$ cat config.mk
export PLATFORM = sky130hd
export DESIGN_NAME = mem_axi_bridge_flat
export DESIGN_NICKNAME = d
export VERILOG_FILES = /design/src/rtl/mem_axi_bridge_if.sv /design/src/rtl/mem_axi_bridge.sv /design/src/flat_wrapper.sv
export SDC_FILE = /design/constraint.sdc
export NUM_CORES = 1
export LEC_CHECK = 0
export CORE_MARGIN = 8
export CORE_UTILIZATION = 33
export DETAILED_ROUTE_END_ITERATION = 16
export HOLD_SLACK_MARGIN = 0.1
export PLACE_DENSITY = 0.87
export RECOVER_POWER = 50
export SLEW_MARGIN = 15
export SYNTH_ARGS = -nofsm -noshare
export SYNTH_HDL_FRONTEND = slang
export SYNTH_SLANG_ARGS = --single-unit
$ cat constraint.sdc
create_clock -name clk -period 1.6 [get_ports clk]
set_input_delay 0.16 -clock clk [delete_from_list [all_inputs] [get_ports clk]]
set_output_delay 0.16 -clock clk [all_outputs]
set_load 0.02 [all_outputs]
$ cat src/rtl/mem_axi_bridge_if.sv
// AXI4-Lite master-side bus bundle for mem_axi_bridge.
// Every channel transfers when valid && ready are both high at a rising clock edge.
// Once raised, valid stays high with a constant payload until that edge, and ready may depend on valid.
interface mem_axi_bridge_if #(
    parameter int ADDR_WIDTH = 32,
    parameter int DATA_WIDTH = 32
);
    logic [ADDR_WIDTH-1:0]   awaddr;
    logic [2:0]              awprot;
    logic                    awvalid;
    logic                    awready;
    logic [DATA_WIDTH-1:0]   wdata;
    logic [DATA_WIDTH/8-1:0] wstrb;
    logic                    wvalid;
    logic                    wready;
    logic [1:0]              bresp;
    logic                    bvalid;
    logic                    bready;
    logic [ADDR_WIDTH-1:0]   araddr;
    logic [2:0]              arprot;
    logic                    arvalid;
    logic                    arready;
    logic [DATA_WIDTH-1:0]   rdata;
    logic [1:0]              rresp;
    logic                    rvalid;
    logic                    rready;

    modport master (
        output awaddr, awprot, awvalid, input awready,
        output wdata, wstrb, wvalid, input wready,
        input bresp, bvalid, output bready,
        output araddr, arprot, arvalid, input arready,
        input rdata, rresp, rvalid, output rready
    );

    modport slave (
        input awaddr, awprot, awvalid, output awready,
        input wdata, wstrb, wvalid, output wready,
        output bresp, bvalid, input bready,
        input araddr, arprot, arvalid, output arready,
        output rdata, rresp, rvalid, input rready
    );
endinterface

$ cat src/rtl/mem_axi_bridge.sv
// Turns one MMU physical request pulse into a single AXI4-Lite transaction and
// returns a one-cycle response pulse; one transaction in flight at a time.
module mem_axi_bridge #(
    parameter int ADDR_WIDTH = 32,
    parameter int DATA_WIDTH = 32
) (
    input  logic                    clk,
    input  logic                    rst,
    input  logic                    request_enable,
    input  logic                    req_mode,
    input  logic [ADDR_WIDTH-1:0]   req_addr,
    input  logic [DATA_WIDTH-1:0]   req_wdata,
    input  logic [DATA_WIDTH/8-1:0] req_wstrb,
    output logic                    response_enable,
    output logic [DATA_WIDTH-1:0]   resp_data,
    output logic                    resp_error,
    output logic                    busy,
    output logic                    overrun,
    output logic [2:0]              dbg_state_o,
    mem_axi_bridge_if.master        m_axi
);
    localparam int STRB_WIDTH = DATA_WIDTH / 8;

    typedef enum logic [2:0] {
        S_IDLE,
        S_RD_ADDR,
        S_RD_DATA,
        S_WR_ADDR_DATA,
        S_WR_RESP
    } state_t;

    state_t                  state_q, state_d;
    logic [ADDR_WIDTH-1:0]   addr_q, addr_d;
    logic [DATA_WIDTH-1:0]   wdata_q, wdata_d;
    logic [STRB_WIDTH-1:0]   wstrb_q, wstrb_d;
    logic                    aw_done_q, aw_done_d;
    logic                    w_done_q, w_done_d;
    logic [DATA_WIDTH-1:0]   resp_data_q, resp_data_d;
    logic                    resp_error_q, resp_error_d;
    logic                    resp_en_q, resp_en_d;
    logic                    overrun_q, overrun_d;
    logic                    aw_valid, w_valid;

    // AW and W each drop their valid on their own handshake.
    assign aw_valid = (state_q == S_WR_ADDR_DATA) && !aw_done_q;
    assign w_valid  = (state_q == S_WR_ADDR_DATA) && !w_done_q;

    always_comb begin
        state_d      = state_q;
        addr_d       = addr_q;
        wdata_d      = wdata_q;
        wstrb_d      = wstrb_q;
        aw_done_d    = aw_done_q;
        w_done_d     = w_done_q;
        resp_data_d  = resp_data_q;
        resp_error_d = resp_error_q;
        resp_en_d    = 1'b0;
        overrun_d    = overrun_q | (request_enable && (state_q != S_IDLE));

        case (state_q)
            S_IDLE: begin
                if (request_enable) begin
                    addr_d    = req_addr;
                    wdata_d   = req_wdata;
                    wstrb_d   = req_wstrb;
                    aw_done_d = 1'b0;
                    w_done_d  = 1'b0;
                    state_d   = req_mode ? S_WR_ADDR_DATA : S_RD_ADDR;
                end
            end
            S_RD_ADDR: begin
                if (m_axi.arready) begin
                    state_d = S_RD_DATA;
                end
            end
            S_RD_DATA: begin
                if (m_axi.rvalid) begin
                    resp_data_d  = m_axi.rdata;
                    resp_error_d = (m_axi.rresp != 2'b00);
                    resp_en_d    = 1'b1;
                    state_d      = S_IDLE;
                end
            end
            S_WR_ADDR_DATA: begin
                if (aw_valid && m_axi.awready) begin
                    aw_done_d = 1'b1;
                end
                if (w_valid && m_axi.wready) begin
                    w_done_d = 1'b1;
                end
                if (aw_done_d && w_done_d) begin
                    state_d = S_WR_RESP;
                end
            end
            S_WR_RESP: begin
                if (m_axi.bvalid) begin
                    resp_data_d  = '0;
                    resp_error_d = (m_axi.bresp != 2'b00);
                    resp_en_d    = 1'b1;
                    state_d      = S_IDLE;
                end
            end
            default: begin
                state_d = S_IDLE;
            end
        endcase
    end

    always_ff @(posedge clk) begin
        if (rst) begin
            state_q      <= S_IDLE;
            addr_q       <= '0;
            wdata_q      <= '0;
            wstrb_q      <= '0;
            aw_done_q    <= 1'b0;
            w_done_q     <= 1'b0;
            resp_data_q  <= '0;
            resp_error_q <= 1'b0;
            resp_en_q    <= 1'b0;
            overrun_q    <= 1'b0;
        end else begin
            state_q      <= state_d;
            addr_q       <= addr_d;
            wdata_q      <= wdata_d;
            wstrb_q      <= wstrb_d;
            aw_done_q    <= aw_done_d;
            w_done_q     <= w_done_d;
            resp_data_q  <= resp_data_d;
            resp_error_q <= resp_error_d;
            resp_en_q    <= resp_en_d;
            overrun_q    <= overrun_d;
        end
    end

    assign m_axi.awaddr  = addr_q;
    assign m_axi.awprot  = 3'b000;
    assign m_axi.awvalid = aw_valid;
    assign m_axi.wdata   = wdata_q;
    assign m_axi.wstrb   = wstrb_q;
    assign m_axi.wvalid  = w_valid;
    assign m_axi.bready  = (state_q == S_WR_RESP);
    assign m_axi.araddr  = addr_q;
    assign m_axi.arprot  = 3'b000;
    assign m_axi.arvalid = (state_q == S_RD_ADDR);
    assign m_axi.rready  = (state_q == S_RD_DATA);

    assign response_enable = resp_en_q;
    assign resp_data       = resp_data_q;
    assign resp_error      = resp_error_q;
    assign busy            = (state_q != S_IDLE);
    assign overrun         = overrun_q;
    assign dbg_state_o     = state_q;
endmodule

$ cat src/flat_wrapper.sv
// flat-port wrapper written by rule: the top's interface ports become plain ports
module mem_axi_bridge_flat 
#(
    parameter int ADDR_WIDTH = 32,
    parameter int DATA_WIDTH = 32
)
  (clk, rst, request_enable, req_mode, req_addr, req_wdata, req_wstrb, response_enable, resp_data, resp_error, busy, overrun, dbg_state_o, m_axi_awaddr, m_axi_awprot, m_axi_awvalid, m_axi_awready, m_axi_wdata, m_axi_wstrb, m_axi_wvalid, m_axi_wready, m_axi_bresp, m_axi_bvalid, m_axi_bready, m_axi_araddr, m_axi_arprot, m_axi_arvalid, m_axi_arready, m_axi_rdata, m_axi_rresp, m_axi_rvalid, m_axi_rready);
  mem_axi_bridge_if #(.ADDR_WIDTH(ADDR_WIDTH), .DATA_WIDTH(DATA_WIDTH)) m_axi_i ();
  input  logic clk;
  input  logic rst;
  input  logic request_enable;
  input  logic req_mode;
  input  logic [ADDR_WIDTH-1:0] req_addr;
  input  logic [DATA_WIDTH-1:0] req_wdata;
  input  logic [DATA_WIDTH/8-1:0] req_wstrb;
  output logic response_enable;
  output logic [DATA_WIDTH-1:0] resp_data;
  output logic resp_error;
  output logic busy;
  output logic overrun;
  output logic [2:0] dbg_state_o;
  output wire logic [$bits(m_axi_i.awaddr)-1:0] m_axi_awaddr;
  output wire logic [$bits(m_axi_i.awprot)-1:0] m_axi_awprot;
  output wire logic [$bits(m_axi_i.awvalid)-1:0] m_axi_awvalid;
  input wire logic [$bits(m_axi_i.awready)-1:0] m_axi_awready;
  output wire logic [$bits(m_axi_i.wdata)-1:0] m_axi_wdata;
  output wire logic [$bits(m_axi_i.wstrb)-1:0] m_axi_wstrb;
  output wire logic [$bits(m_axi_i.wvalid)-1:0] m_axi_wvalid;
  input wire logic [$bits(m_axi_i.wready)-1:0] m_axi_wready;
  input wire logic [$bits(m_axi_i.bresp)-1:0] m_axi_bresp;
  input wire logic [$bits(m_axi_i.bvalid)-1:0] m_axi_bvalid;
  output wire logic [$bits(m_axi_i.bready)-1:0] m_axi_bready;
  output wire logic [$bits(m_axi_i.araddr)-1:0] m_axi_araddr;
  output wire logic [$bits(m_axi_i.arprot)-1:0] m_axi_arprot;
  output wire logic [$bits(m_axi_i.arvalid)-1:0] m_axi_arvalid;
  input wire logic [$bits(m_axi_i.arready)-1:0] m_axi_arready;
  input wire logic [$bits(m_axi_i.rdata)-1:0] m_axi_rdata;
  input wire logic [$bits(m_axi_i.rresp)-1:0] m_axi_rresp;
  input wire logic [$bits(m_axi_i.rvalid)-1:0] m_axi_rvalid;
  output wire logic [$bits(m_axi_i.rready)-1:0] m_axi_rready;
  assign m_axi_awaddr = m_axi_i.awaddr;
  assign m_axi_awprot = m_axi_i.awprot;
  assign m_axi_awvalid = m_axi_i.awvalid;
  assign m_axi_i.awready = m_axi_awready;
  assign m_axi_wdata = m_axi_i.wdata;
  assign m_axi_wstrb = m_axi_i.wstrb;
  assign m_axi_wvalid = m_axi_i.wvalid;
  assign m_axi_i.wready = m_axi_wready;
  assign m_axi_i.bresp = m_axi_bresp;
  assign m_axi_i.bvalid = m_axi_bvalid;
  assign m_axi_bready = m_axi_i.bready;
  assign m_axi_araddr = m_axi_i.araddr;
  assign m_axi_arprot = m_axi_i.arprot;
  assign m_axi_arvalid = m_axi_i.arvalid;
  assign m_axi_i.arready = m_axi_arready;
  assign m_axi_i.rdata = m_axi_rdata;
  assign m_axi_i.rresp = m_axi_rresp;
  assign m_axi_i.rvalid = m_axi_rvalid;
  assign m_axi_rready = m_axi_i.rready;
  mem_axi_bridge #(.ADDR_WIDTH(ADDR_WIDTH), .DATA_WIDTH(DATA_WIDTH)) u_core (.clk(clk), .rst(rst), .request_enable(request_enable), .req_mode(req_mode), .req_addr(req_addr), .req_wdata(req_wdata), .req_wstrb(req_wstrb), .response_enable(response_enable), .resp_data(resp_data), .resp_error(resp_error), .busy(busy), .overrun(overrun), .dbg_state_o(dbg_state_o), .m_axi(m_axi_i));
endmodule
== Yosys cells after proc, flatten, opt, wreduce, memory -nomap -nowiden ==
Cells that the tools add are included.

* Word-level logic and storage cells: 61
* Output and inout bits: 150
* Bits in registers: 108
* Bits of input ports: 113

* Equality and inequality tests: 9
* Reduce and logical (&&, ||, !) cells: 18
* Bitwise logic cells: 1
* Mux-type cells: 23

{| class="wikitable"
|+ Operators with widths
! operator !! number
|-
| 32-bit 2-to-1 mux || 2
|-
| 32-bit one-hot mux with 2 select lines || 1
|-
| 3-bit 2-to-1 mux || 5
|-
| 3-bit one-hot mux with 5 select lines || 1
|-
| 1-bit 2-to-1 mux || 9
|-
| 2-bit inequality test, second input constant || 4
|-
| 1-bit one-hot mux with 2 select lines || 4
|-
| 2-bit nonzero test || 4
|-
| 3-bit by 2-bit equality test with 1-bit output, second input constant || 2
|-
| 1-bit logical AND || 6
|-
| 5-bit AND reduction || 1
|-
| 2-bit AND reduction || 2
|-
| 3-bit by 1-bit equality test with 1-bit output, second input constant || 1
|-
| 3-bit equality test, second input constant || 1
|-
| 3-bit logical NOT || 1
|-
| 3-bit AND reduction || 1
|-
| 3-bit nonzero test || 1
|-
| 1-bit logical NOT || 2
|-
| 2-bit 2-to-1 mux || 1
|-
| 2-bit by 1-bit inequality test with 1-bit output, second input constant || 1
|-
| 1-bit OR || 1
|}

== Longest topological paths before layout ==
* Depth in word-level cells: 8
* Mapped depth: 7
* Depth with buffers taken out: 4

== Least setup slack after synthesis ==
OpenSTA, ideal clock, no wires.

* Kind: flip-flop to flip-flop
* From: register u_core.state_q[2], in the netlist u_core.dbg_state_o[2]
* To: register u_core.resp_error_q, in the netlist u_core.resp_error
* Path slack: -298 ps
* Data arrival time: 1828 ps
* Library setup time: 70 ps
* Stages on the path, launching flop included: 6
* Data required time: 1530 ps
* Path buffers: 1
* Cells stage by stage: dfxtp_1 buf_2 nor3b_1 nor3_1 a211o_1 a21oi_1

* Longest elaborated chain between the ends: 3
* Elaborated cells on any way between the ends: 7
* Classes of those cells: eq/ne (4); mux (1); reduce/logical (2)

{| class="wikitable"
|+ Ends and longest elaborated chain
! what !! RTL line !! RTL
|-
| from (decl) || mem_axi_bridge.sv:32 || <nowiki>state_t state_q, state_d;</nowiki>
|-
| from (signal assigned) || mem_axi_bridge.sv:122 || <nowiki>state_q <= state_d;</nowiki>
|-
| 3-bit equality test * || - ||
|-
| via m_axi_bready || flat_wrapper.sv:32 || <nowiki>output wire logic [$bits(m_axi_i.bready)-1:0] m_axi_bready;</nowiki>
|-
| 2-bit inequality test (no line) / 2-bit nonzero test (equally long branches) || - ||
|-
| 3-bit AND reduction (no line) || - ||
|-
| to (signal assigned) || mem_axi_bridge.sv:129 || <nowiki>resp_error_q <= resp_error_d;</nowiki>
|-
| to (decl) || mem_axi_bridge.sv:39 || <nowiki>logic resp_error_q, resp_error_d;</nowiki>
|}

The timed path passes the listed nets; every way through them passes the cells marked *.
A chain may end at the register's enable or synchronous reset.

== Final worst setup path ==
* From: register u_core.addr_q[3], in the netlist u_core.m_axi.araddr[3]
* To: output m_axi_araddr[3]

{| class="wikitable"
|+ RTL lines
! what !! RTL line !! RTL
|-
| from (decl) || mem_axi_bridge.sv:33 || <nowiki>logic [ADDR_WIDTH-1:0] addr_q, addr_d;</nowiki>
|-
| from (signal assigned) || mem_axi_bridge.sv:123 || <nowiki>addr_q <= addr_d;</nowiki>
|-
| to (decl) || flat_wrapper.sv:33 || <nowiki>output wire logic [$bits(m_axi_i.araddr)-1:0] m_axi_araddr;</nowiki>
|}

No word-level cell between the ends.

==> summary.md <==
| Metric | Value |
|---|---|
| Run status | `completed` |
| Required @ worst endpoint | `1440 ps` |
| Die Height | `127.3 um` |
| Worst setup margin | `58.09 ps` |
| Top Layer Used | `met4` |
| Count of hold-fix buffers inserted at cts | `0` |
| HPWL reported at the end of detailed placement | `11,040 um` |
| Area of the core region | `0.01206 mm^2` |
| Largest buffer count on any clock path | `2` |
| Antenna diodes | `0` |
| Total stage count of the critical path | `1` |
| Clock root cell | `sky130_fd_sc_hd__clkbuf_16` |
| Leftover overflow at the end of global routing | `0` |
| Layout area overhead | `69.85%` |
| Crit path capture type | `output port` |
| Clock latency reported for the late side of the worst-skew pair | `340 ps` |
| Post-synthesis register bit count | `108` |
| Worst setup skew after layout | `4.520 ps` |
| Critical register-to-register path startpoint | `u_core.dbg_state_o[1]` |
| Synth Warn # | `0` |
| Share of the cycle needed by the critical path after routing | `0.9637` |
| Number of antenna violations at the first check in global routing | `0` |
| Type of the worst setup path | `register to output port` |
| Maximum number of pins on one net before global-route repair | `47` |
| Post-synthesis cell type count | `25` |
| # Max-Cap Violations | `0` |
| Total clock buffers created by CTS | `9` |
| Capturing element of the worst setup path | `m_axi_araddr[3]` |
| Instance area at placement | `0.006671 mm^2` |
| Clock period minus final worst setup slack | `1542 ps` |
| Critical Path Source | `u_core.m_axi.araddr[3]` |
| Count of endpoints failing hold in the final timing report | `0` |
| Family with the most delay on the worst path | `buffers and inverters` |
| Weighted congestion reported at the end of routability-driven placement | `0.7509` |
| Aggregate negative setup slack | `0 ps` |
| Number of global-route vias before repair | `4,087` |
| R2r endpoint | `u_core.resp_error` |
| Met2 wire length | `6825 um` |
| DRC Markers | `0` |
| CTS sink cnt | `108` |
| Total Wirelength | `14,430 um` |
| Synthesized instance count | `497` |
| Reg clk slew, reported paths | `70 ps` |
| Min-delay worst type | `primary input to register` |
| Sequential share of the synthesized area | `0.5289` |
| Number of primary I/O pins | `263` |
| Data arrival time at the worst-slack endpoint | `1380 ps` |
| Overall die width | `127.3 um` |
| Final non-filler cell area | `0.006943 mm^2` |
| Cell area power density | `988.5 mW/mm^2` |
| First-pass GRT wire length | `21,810 um` |
| Post-synthesis instance area | `0.004088 mm^2` |
| Peak supply drop | `0.0005688 V` |
| Initial Util | `0.3389` |
| TritonCTS clock tree | `done` |
| Worst-path cell chain | `clkdlybuf4s50_1` |
| Detailed-route wire length per cell | `16.35 um` |
| Total setup violations reported at the end of the flow | `0` |
| Overall routing resource usage | `0.1697` |
| Final net count | `823` |
| Number of standard-cell rows in the floorplan | `40` |
| Total iterations of the first detailed-routing run | `4` |
| Met1 Wirelength | `5645 um` |
| Element type at the critical path start | `register` |
| Vias per inst | `4.678` |
| Slowest cell on the critical path | `sky130_fd_sc_hd__clkdlybuf4s50_1` |
| Die area | `0.01620 mm^2` |
| Fraction of final layout cells sized beyond drive strength 1 | `0.06294` |
| Worst R2R Setup Slack | `90 ps` |
| Number of buffers added on ports | `256` |
| Fin. max-slew vios | `0` |
| Worst reg-to-reg path cell count | `6` |
| Peak fanout along the critical path | `3` |
| Leak Pwr | `2.579 nW` |
| Remaining antenna violation count after routing | `0` |
| Avg Synthesized Cell Area | `8.225 um^2` |
| Crit-path max cell delay | `670 ps` |
| Post-Place Setup Slack | `-262.5 ps` |
| H-tree depth | `3` |
| WL met3 | `1723 um` |
| Overall via count from detail_route | `4,131` |
| RSZ-0062 raised after global routing | `true` |
| Peak clock frequency supported by timing | `0.6485 GHz` |
| CP bufs+invs | `1` |
| Drt initial violations | `189` |
| Count of fill cells added during filler insertion | `1,060` |
[layer usage]
layer	vias to the layer above	GRT usage
met4	0	0.06648
met5	-	0
met1	1900	0.1758
met2	193	0.2906
met3	16	0.08195
li1	2022	-
[flip-flops by register name, indices dropped and copies added (netlist names)]
register / flops
u_core.m_axi.araddr: 32
u_core.m_axi.wdata: 32
u_core.resp_data: 32
u_core.m_axi.wstrb: 4
u_core.aw_done_q: 1
u_core.dbg_state_o: 3
u_core.response_enable: 1
u_core.resp_error: 1
u_core.w_done_q: 1
u_core.overrun: 1
[through the flow]
stage / utilization / power, W / hold WS (ps) / instances
2_1_floorplan: - / 0.003946 / 296.0 / 502
3_3_place_gp: 0.5531 / 0.004850 / 439.0 / 866
3_5_place_dp: 0.5531 / 0.004886 / 444.8 / 866
4_1_cts: 0.5759 / 0.006948 / 210.8 / 882
5_1_grt: 0.5756 / 0.007168 / 228.6 / 883
6_report: 0.5756 / 0.006863 / 220.5 / 883
[area by class of cell]
class | count | area, um^2 | share of cell area
clock inverters | 5 | 38.79 | 0.005587
multi-input cells | 316 | 1509 | 0.2173
repair buffers | 273 | 2771 | 0.3992
flip-flops and latches | 108 | 2173 | 0.3130
inverters | 2 | 7.507 | 0.001081
well taps | 168 | 210.2 | 0.03028
clock buffers | 11 | 232.7 | 0.03352
[worst min path at each step]
stage,from,endpoint,depth (start not counted)
after global routing,rst,u_core.resp_data[21],2
after CTS,rst,u_core.resp_data[14],2
final,rst,u_core.resp_data[21],2
after global placement,u_core.m_axi.wdata[15],u_core.m_axi.wdata[15],2
after detailed placement,u_core.m_axi.wdata[13],u_core.m_axi.wdata[13],2
after floorplan,req_wdata[22],u_core.m_axi.wdata[22],2
[layout by cell type (no fill, tap or decap), types with 5 or more instances in the layout]
cell type and instances:
sky130_fd_sc_hd__a21oi_1 74, sky130_fd_sc_hd__clkbuf_16 9, sky130_fd_sc_hd__nor2_1 39, sky130_fd_sc_hd__nor3_1 5, sky130_fd_sc_hd__a22oi_1 32, sky130_fd_sc_hd__buf_4 8, sky130_fd_sc_hd__nand2_1 137, sky130_fd_sc_hd__clkdlybuf4s50_1 246
sky130_fd_sc_hd__buf_12 9, sky130_fd_sc_hd__conb_1 6, sky130_fd_sc_hd__dfxtp_1 105, sky130_fd_sc_hd__dlygate4sd2_1 5
[kinds of logic after synthesis]
kind of cell / after synthesis / synth area share
AND/OR/NAND/NOR: 196 / 0.1928
AO/OA/AOI/OAI: 113 / 0.1628
flip-flops: 108 / 0.5289
buffers and inverters: 78 / 0.1120
multiplexers: 1 / 0.002449
other: 1 / 0.0009174
[Yosys cell counts]
cell,instances,area share
sky130_fd_sc_hd__a211o_1,2,0.0043
sky130_fd_sc_hd__a21o_1,1,0.0018
sky130_fd_sc_hd__a21oi_1,74,0.091
sky130_fd_sc_hd__a22oi_1,32,0.059
sky130_fd_sc_hd__and2_1,2,0.0031
sky130_fd_sc_hd__and3_1,1,0.0015
sky130_fd_sc_hd__and3b_1,1,0.0021
sky130_fd_sc_hd__buf_1,1,0.00092
sky130_fd_sc_hd__buf_2,18,0.022
sky130_fd_sc_hd__buf_4,38,0.070
sky130_fd_sc_hd__clkbuf_1,19,0.017
sky130_fd_sc_hd__conb_1,1,0.00092
sky130_fd_sc_hd__dfxtp_1,108,0.53
sky130_fd_sc_hd__inv_1,2,0.0018
sky130_fd_sc_hd__mux2i_1,1,0.0024
sky130_fd_sc_hd__nand2_1,138,0.13
sky130_fd_sc_hd__nand3b_1,3,0.0055
sky130_fd_sc_hd__nor2_1,40,0.037
sky130_fd_sc_hd__nor3_1,6,0.0073
sky130_fd_sc_hd__nor3b_1,2,0.0037
sky130_fd_sc_hd__nor4b_1,2,0.0043
sky130_fd_sc_hd__o21ai_0,2,0.0024
sky130_fd_sc_hd__o221a_2,1,0.0028
sky130_fd_sc_hd__o22a_1,1,0.0021
sky130_fd_sc_hd__or4_1,1,0.0018
[where the power goes]
| group | leakage, nW | internal (W) | total (W) | switching [W] |
|---|---|---|---|---|
| Sequential | 0.884 | 0.00287 | 0.00300 | 0.000125 |
| Combinational | 1.58 | 0.000904 | 0.00180 | 0.000898 |
| Clock | 0.118 | 0.00106 | 0.00206 | 0.00100 |
| Total | 2.58 | 0.00484 | 0.00686 | 0.00203 |
[what timing repair did]
item                                    in CTS  in global routing
gates cloned                                 0                  0
resized for setup                           17                  8
endpoints found under the setup margin      12                 15
buffers inserted                             0                  1
pin swaps                                    0                  1
Note: power is estimated with default switching activity, not from simulation.
